$ cat src/rtl/usb_tx_pkg.sv
// Shared types and constants for the USB low/full-speed packet transmitter.
// Line states are encoded as {d_plus, d_minus}.
package usb_tx_pkg;

    typedef enum logic [2:0] {
        ST_IDLE    = 3'd0,
        ST_SYNC    = 3'd1,
        ST_PID     = 3'd2,
        ST_DATA    = 3'd3,
        ST_EOP_SE0 = 3'd4,
        ST_EOP_J   = 3'd5
    } state_e;

    localparam logic [7:0] SYNC_BYTE   = 8'h80;
    localparam logic [2:0] STUFF_LIMIT = 3'd6;

    localparam logic [1:0] J   = 2'b10;
    localparam logic [1:0] K   = 2'b01;
    localparam logic [1:0] SE0 = 2'b00;

    function automatic logic [7:0] pid_byte(input logic [3:0] pid);
        return {~pid, pid};
    endfunction

endpackage

$ cat src/rtl/usb_tx_encoder.sv
// NRZI line encoder with bit stuffing. Each bit_valid_i starts a new bit slot;
// when six ones have just gone out, that slot carries a stuffed 0 instead of bit_in_i.
module usb_tx_encoder
    import usb_tx_pkg::*;
(
    input  logic       clk_i,
    input  logic       rst_i,
    input  logic       bit_valid_i,
    input  logic       bit_in_i,
    input  logic       se0_i,
    output logic       stuff_stall_o,
    output logic [1:0] line_o
);

    logic [1:0] nrzi_q, nrzi_d;
    logic [1:0] line_q, line_d;
    logic [2:0] ones_q, ones_d;
    logic [1:0] toggled_s;

    assign stuff_stall_o = (ones_q == STUFF_LIMIT);
    assign toggled_s     = (nrzi_q == J) ? K : J;
    assign line_o        = line_q;

    // Next line level, NRZI state and ones count for the slot being started
    always_comb begin
        nrzi_d = nrzi_q;
        line_d = line_q;
        ones_d = ones_q;
        if (bit_valid_i) begin
            if (se0_i) begin
                nrzi_d = J;
                line_d = SE0;
                ones_d = 3'd0;
            end else if (stuff_stall_o || !bit_in_i) begin
                nrzi_d = toggled_s;
                line_d = toggled_s;
                ones_d = 3'd0;
            end else begin
                line_d = nrzi_q;
                ones_d = ones_q + 3'd1;
            end
        end else begin
            nrzi_d = nrzi_q;
        end
    end

    // Encoder state registers; reset leaves the line idle at J
    always_ff @(posedge clk_i) begin
        if (rst_i) begin
            nrzi_q <= J;
            line_q <= J;
            ones_q <= 3'd0;
        end else begin
            nrzi_q <= nrzi_d;
            line_q <= line_d;
            ones_q <= ones_d;
        end
    end

endmodule

$ cat src/rtl/usb_tx.sv
// USB packet transmitter: SYNC, PID, payload bytes from a show-ahead FIFO, then EOP.
// The FSM state always describes the bit slot currently on the lines.
module usb_tx
    import usb_tx_pkg::*;
#(
    parameter int CLKS_PER_BIT = 8
) (
    input  logic       clk,
    input  logic       rst,
    input  logic       tx_start,
    input  logic [3:0] tx_pid,
    input  logic [7:0] tx_data,
    input  logic       tx_empty,
    output logic       tx_r_enable,
    output logic       d_plus,
    output logic       d_minus,
    output logic       tx_busy,
    output logic       tx_done
);

    localparam int CW = (CLKS_PER_BIT > 2) ? $clog2(CLKS_PER_BIT) : 1;
    localparam logic [CW-1:0] LAST_CLK = CW'(CLKS_PER_BIT - 1);
    localparam logic [CW-1:0] PRE_CLK  = CW'(CLKS_PER_BIT - 2);
    localparam logic [CW-1:0] CLK_ONE  = CW'(1);

    state_e      state_q;
    logic [CW-1:0] clk_cnt_q;
    logic [2:0]  bit_cnt_q;
    logic [7:0]  shift_q;
    logic [3:0]  pid_q;
    logic        busy_q;
    logic        done_q;
    logic        pop_q;

    logic        slot_end_s;
    logic        in_byte_s;
    logic        stuff_stall_s;
    logic        enc_valid_s;
    logic        enc_bit_s;
    logic        enc_se0_s;
    logic [1:0]  line_s;

    assign slot_end_s  = (clk_cnt_q == LAST_CLK);
    assign in_byte_s   = (state_q == ST_PID) || (state_q == ST_DATA);
    assign tx_r_enable = pop_q;
    assign tx_busy     = busy_q;
    assign tx_done     = done_q;
    assign d_plus      = line_s[1];
    assign d_minus     = line_s[0];

    // Select what the encoder emits in the bit slot that starts on the next edge
    always_comb begin
        enc_valid_s = 1'b0;
        enc_bit_s   = 1'b1;
        enc_se0_s   = 1'b0;
        case (state_q)
            ST_IDLE: begin
                if (tx_start) begin
                    enc_valid_s = 1'b1;
                    enc_bit_s   = SYNC_BYTE[0];
                end else begin
                    enc_valid_s = 1'b0;
                end
            end
            ST_SYNC, ST_PID, ST_DATA: begin
                if (slot_end_s) begin
                    enc_valid_s = 1'b1;
                    if (stuff_stall_s) begin
                        enc_bit_s = 1'b0;
                    end else if (bit_cnt_q != 3'd7) begin
                        enc_bit_s = shift_q[1];
                    end else if (state_q == ST_SYNC) begin
                        enc_bit_s = pid_q[0];
                    end else if (pop_q) begin
                        enc_bit_s = tx_data[0];
                    end else begin
                        enc_se0_s = 1'b1;
                    end
                end else begin
                    enc_valid_s = 1'b0;
                end
            end
            ST_EOP_SE0: begin
                if (slot_end_s) begin
                    enc_valid_s = 1'b1;
                    enc_se0_s   = (bit_cnt_q == 3'd0);
                end else begin
                    enc_valid_s = 1'b0;
                end
            end
            default: begin
                enc_valid_s = 1'b0;
            end
        endcase
    end

    // Packet sequencer with registered pop/done/busy outputs
    always_ff @(posedge clk) begin
        if (rst) begin
            state_q   <= ST_IDLE;
            clk_cnt_q <= '0;
            bit_cnt_q <= 3'd0;
            shift_q   <= 8'h00;
            pid_q     <= 4'h0;
            busy_q    <= 1'b0;
            done_q    <= 1'b0;
            pop_q     <= 1'b0;
        end else begin
            // Pop is decided one cycle early so it is high in the byte's final cycle
            pop_q  <= in_byte_s && (clk_cnt_q == PRE_CLK) && (bit_cnt_q == 3'd7)
                      && !stuff_stall_s && !tx_empty;
            done_q <= (state_q == ST_EOP_J) && (clk_cnt_q == PRE_CLK);
            case (state_q)
                ST_IDLE: begin
                    if (tx_start) begin
                        state_q   <= ST_SYNC;
                        pid_q     <= tx_pid;
                        shift_q   <= SYNC_BYTE;
                        bit_cnt_q <= 3'd0;
                        clk_cnt_q <= '0;
                        busy_q    <= 1'b1;
                    end else begin
                        clk_cnt_q <= '0;
                    end
                end
                ST_SYNC, ST_PID, ST_DATA: begin
                    if (!slot_end_s) begin
                        clk_cnt_q <= clk_cnt_q + CLK_ONE;
                    end else begin
                        clk_cnt_q <= '0;
                        if (stuff_stall_s) begin
                            bit_cnt_q <= bit_cnt_q;
                        end else if (bit_cnt_q != 3'd7) begin
                            bit_cnt_q <= bit_cnt_q + 3'd1;
                            shift_q   <= {1'b0, shift_q[7:1]};
                        end else begin
                            bit_cnt_q <= 3'd0;
                            if (state_q == ST_SYNC) begin
                                state_q <= ST_PID;
                                shift_q <= pid_byte(pid_q);
                            end else if (pop_q) begin
                                state_q <= ST_DATA;
                                shift_q <= tx_data;
                            end else begin
                                state_q <= ST_EOP_SE0;
                            end
                        end
                    end
                end
                ST_EOP_SE0: begin
                    if (!slot_end_s) begin
                        clk_cnt_q <= clk_cnt_q + CLK_ONE;
                    end else if (bit_cnt_q == 3'd0) begin
                        clk_cnt_q <= '0;
                        bit_cnt_q <= 3'd1;
                    end else begin
                        clk_cnt_q <= '0;
                        bit_cnt_q <= 3'd0;
                        state_q   <= ST_EOP_J;
                    end
                end
                ST_EOP_J: begin
                    if (!slot_end_s) begin
                        clk_cnt_q <= clk_cnt_q + CLK_ONE;
                    end else begin
                        clk_cnt_q <= '0;
                        state_q   <= ST_IDLE;
                        busy_q    <= 1'b0;
                    end
                end
                default: begin
                    state_q <= ST_IDLE;
                    busy_q  <= 1'b0;
                end
            endcase
        end
    end

    usb_tx_encoder u_encoder (
        .clk_i         (clk),
        .rst_i         (rst),
        .bit_valid_i   (enc_valid_s),
        .bit_in_i      (enc_bit_s),
        .se0_i         (enc_se0_s),
        .stuff_stall_o (stuff_stall_s),
        .line_o        (line_s)
    );

endmodule

$ cat config.mk
export PLATFORM = sky130hd
export DESIGN_NAME = usb_tx
export DESIGN_NICKNAME = d
export VERILOG_FILES = /design/src/rtl/usb_tx_pkg.sv /design/src/rtl/usb_tx_encoder.sv /design/src/rtl/usb_tx.sv
export SDC_FILE = /design/constraint.sdc
export NUM_CORES = 1
export LEC_CHECK = 0
export ABC_AREA = 1
export BUFFER_PORTS_ARGS = -buffer_cell sky130_fd_sc_hd__buf_2
export CORE_MARGIN = 5
export CORE_UTILIZATION = 35
export CTS_CLUSTER_DIAMETER = 40
export CTS_CLUSTER_SIZE = 14
export DETAILED_ROUTE_END_ITERATION = 12
export GPL_TIMING_DRIVEN = 0
export PLACE_DENSITY = 0.62
export SLEW_MARGIN = 5
export SYNTH_ARGS = -nofsm -noshare
export SYNTH_HDL_FRONTEND = slang
export SYNTH_SLANG_ARGS = --single-unit
$ cat constraint.sdc
create_clock -name clk -period 1.6 [get_ports clk]
set_input_delay 0 -clock clk [delete_from_list [all_inputs] [get_ports clk]]
set_output_delay 0 -clock clk [all_outputs]
set_load 0.05 [all_outputs]
==> results.py <==
metrics = {
    "outcome": {
        "outcome": "completed",
    },
    "layout": {
        "final_cells": 326,
        "multi_input_area_um2": 995,
        "nFillCells": 467,
        "diodes": 0,
        "regArea_um2": 592,
        "drive_gt1_share_pct": 27.7,
        "area_growth_pct": 28.5,
        "fin_util_pct": 47.2,
        "nNetsFinal": 298,
    },
    "setup_path": {
        "r2r_start": "bit_cnt_q[0]",
        "endpoint_kind": "flop",
        "rrSetupSlack_ps": 90,
        "worstPathMaxFanout": 8,
        "r2r.worst_path.cells": 9,
        "cp.required_ps": 1750,
        "startpoint": "bit_cnt_q[0]",
        "arrival_ps": 1660,
        "worstReg2RegEnd": "u_encoder.line_o[0]",
        "worstSetupStartpointType": "flop",
        "criticalPathCategory": "flop to flop",
    },
    "synth": {
        "postSynthCellCount": 235,
        "ys_warn_count": 0,
        "yosys.area.top_type": "dfxtp_1",
        "yosysSeqAreaShare_pct": 35.6,
        "synth_top_cell_area_share_pct": 35.6,
        "synth.ff_latch_count": 29,
        "synth_nets": 259,
        "synth_cell_types": 28,
        "syn_area_um2": 1630,
        "synth_area_per_cell_um2": 6.94,
        "yosys-top-cells-area": "dfxtp_1 36%, nand2_1 17%, a21oi_1 8.6%",
    },
    "cts": {
        "clockBufferDepth": 2,
        "htreeDepth": 2,
        "cts.clk_slew.worst_paths_ps": 60,
        "cts_sinks": 29,
        "cts.root.buffer_cell": "clkbuf_8",
        "clkLatencyLatePin_ps": 280,
        "cts_tree": "built",
        "numCtsBuffers": 5,
    },
    "route": {
        "wl_per_cell_um": 12.2,
        "ant_nets": 0,
        "dr_total_vias": 1598,
        "wl_mm": 3.98,
        "drtPass1Iterations": 4,
        "via_per_inst": 4.90,
        "drc": 0,
        "drt_iter0_drc": 37,
    },
    "global_route": {
        "grt_antenna_before_repair": 0,
        "grt_usage_pct": 13.6,
        "grt_pass1_vias": 1499,
        "grt-ovfl-total": 0,
        "busiest_layer": "met2",
        "met2_usage_pct": 22.0,
        "grt_first_pass_wirelength_mm": 6.62,
        "grt_util_met3_pct": 3.89,
        "grt_max_degree": 11,
        "grt_use_met1_pct": 17.1,
    },
    "sta": {
        "fmax_mhz": 660,
        "relSlewSlack_pct": 66.4,
        "finalWorstSetupSlack_ps": 85.5,
        "rsz0062_at_grt": "yes",
        "finalCritPeriodShare_pct": 94.7,
        "fin_skew_ps": 7.92,
        "finalWorstPathRequiredPeriod_ps": 1510,
        "hold_slack_ps": 36.8,
        "worst_slew_pin_slew_ps": 505,
        "finalSetupViolations": 0,
        "hold_violations": 0,
        "slew_violations": 0,
    },
    "hold_path": {
        "hp-class": "primary input to flop",
        "min_to": "shift_q[7]",
        "min-delay-start": "tx_data[7]",
        "holdPathStages": 3,
    },
    "place": {
        "port_buffers": 20,
        "dp_hpwl_mm": 2.90,
        "post-place-ws_ps": -244,
        "globalplace.congestion": 0.843,
        "dp.cells": 307,
    },
    "power_and_ir_drop": {
        "switching_power_w": 0.00121,
        "irDropWorstVdd_mv": 0.664,
        "pwr-share-seq_pct": 33.8,
        "swShare_pct": 42.8,
        "clkPwrFrac_pct": 21.6,
        "power.internal_w": 0.00162,
        "cellPowerDensity_nw_per_um2": 1350,
        "p_leak_nw": 0.931,
        "power.total_w": 0.00282,
        "pwr-share-comb_pct": 44.6,
    },
    "floorplanning": {
        "initial_core_util_pct": 36.7,
        "core-area_um2": 4440,
        "die_width_um": 78.3,
        "die_h_um": 78.3,
        "ios": 21,
        "floorplan.rows": 24,
        "dieArea_um2": 6120,
    },
    "job": {
        "max_cap_violations": 0,
    },
}
[layout by cell type (no fill, tap or decap)]
cell and count:
nand2_1 69, a21oi_1 27, dfxtp_1 24, inv_1 23, buf_2 20, o21ai_0 12
nand3_1 10, buf_4 9, nor2_1 7, inv_2 6, nand2_2 6, clkbuf_8 6
nand4_1 5, dlygate4sd3_1 5, o211ai_1 4, ha_1 4, nor2_4 3, nand2_4 3
clkbuf_1 3, a21oi_4 3, dfxtp_2 3, nor2_2 2, inv_4 2, nand3_2 2
nor4_1 2, ha_2 2, ha_4 2, dfxtp_4 2, inv_8 1, nor3_1 1
nand3_4 1, o21ai_1 1, nand2_8 1, o21ai_2 1, o31ai_1 1, nor3_2 1
[per-layer routing]
layer / vias to the layer above / wire length (µm)
li1: 843 / -
met4: 0 / 64
met3: 7 / 166
met5: - / 0
met2: 22 / 1750
met1: 726 / 1990
[cell type report]
type / count / area share (%)
Timing Repair Buffer: 33 / 10.0
Inverter: 32 / 6.33
Multi-Input combinational cell: 170 / 47.5
Sequential cell: 29 / 28.2
Buffer: 3 / 0.716
Tap cell: 52 / 3.10
Clock buffer: 7 / 4.12
[critical path: stages, from the launching register on]
cell	delay, ps
dfxtp_4	360
ha_4	130
ha_4	180
inv_8	60
a21oi_4	130
nand2_1	80
o21ai_2	200
nand2_2	110
nand3_2	80
a21oi_1	60
[worst max path at each step]
stage / slack (ps) / depth (start not counted) / endpoint
final: 90 / 9 / u_encoder.line_o[0]
after detailed placement: -240 / 10 / u_encoder.line_o[0]
after global routing: -30 / 10 / bit_cnt_q[0]
after floorplan: 40 / 10 / u_encoder.line_o[0]
after CTS: 6 / 9 / state_q[2]
after global placement: -260 / 10 / u_encoder.line_o[0]
[cells in the mapped netlist (all sizes together)]
library cell / count
o31ai: 1
buf: 2
inv: 32
nor3: 2
dfxtp: 29
nor4: 2
nor2: 12
ha: 8
nand2: 79
o21ai: 14
a21oi: 30
nand4: 5
clkbuf: 2
nand3: 13
o211ai: 4
[sequential cells by signal (all words and copies together) (netlist names)]
signal and count:
shift_q 7, u_encoder.nrzi_q 1, tx_done 1, tx_r_enable 1, state_q 3, tx_busy 1
u_encoder.ones_q 3, clk_cnt_q 3, pid_q 4, u_encoder.line_o 2, bit_cnt_q 3
[cells by family (layout without fill, tap and decap cells)]
group           after synthesis  count (layout)  share of synthesized area (%)
compound gates               49              49                           16.7
buf+inv                      36              75                           8.75
simple gates                113             113                           32.8
fa+ha+maj                     8               8                           6.14
flops                        29              29                           35.6
[through the flow]
stage          TNS [ps]  area, µm²
6_report              0       2100
5_1_grt           -45.8       2100
4_1_cts               0       2040
3_5_place_dp      -1740       1800
3_3_place_gp      -1880       1800
2_1_floorplan         0       1630
[what timing repair did]
action,CTS,global route
hold buffers,5,0
buffers inserted,5,3
setup endpoints to repair,16,19
endpoints found under the hold margin,5,0
resized for setup,19,14
pin swaps,5,4
[power groups by stage]
stage	sequential, W	clock [W]	combinational (W)
4_1_cts	0.000940	0.000632	0.00119
3_3_place_gp	0.000948	0	0.00113
6_report	0.000954	0.000610	0.00126
2_1_floorplan	0.00101	0	0.000829
3_5_place_dp	0.000949	0	0.00113
5_1_grt	0.000977	0.000654	0.00140
(Power assumes the default switching activity.)
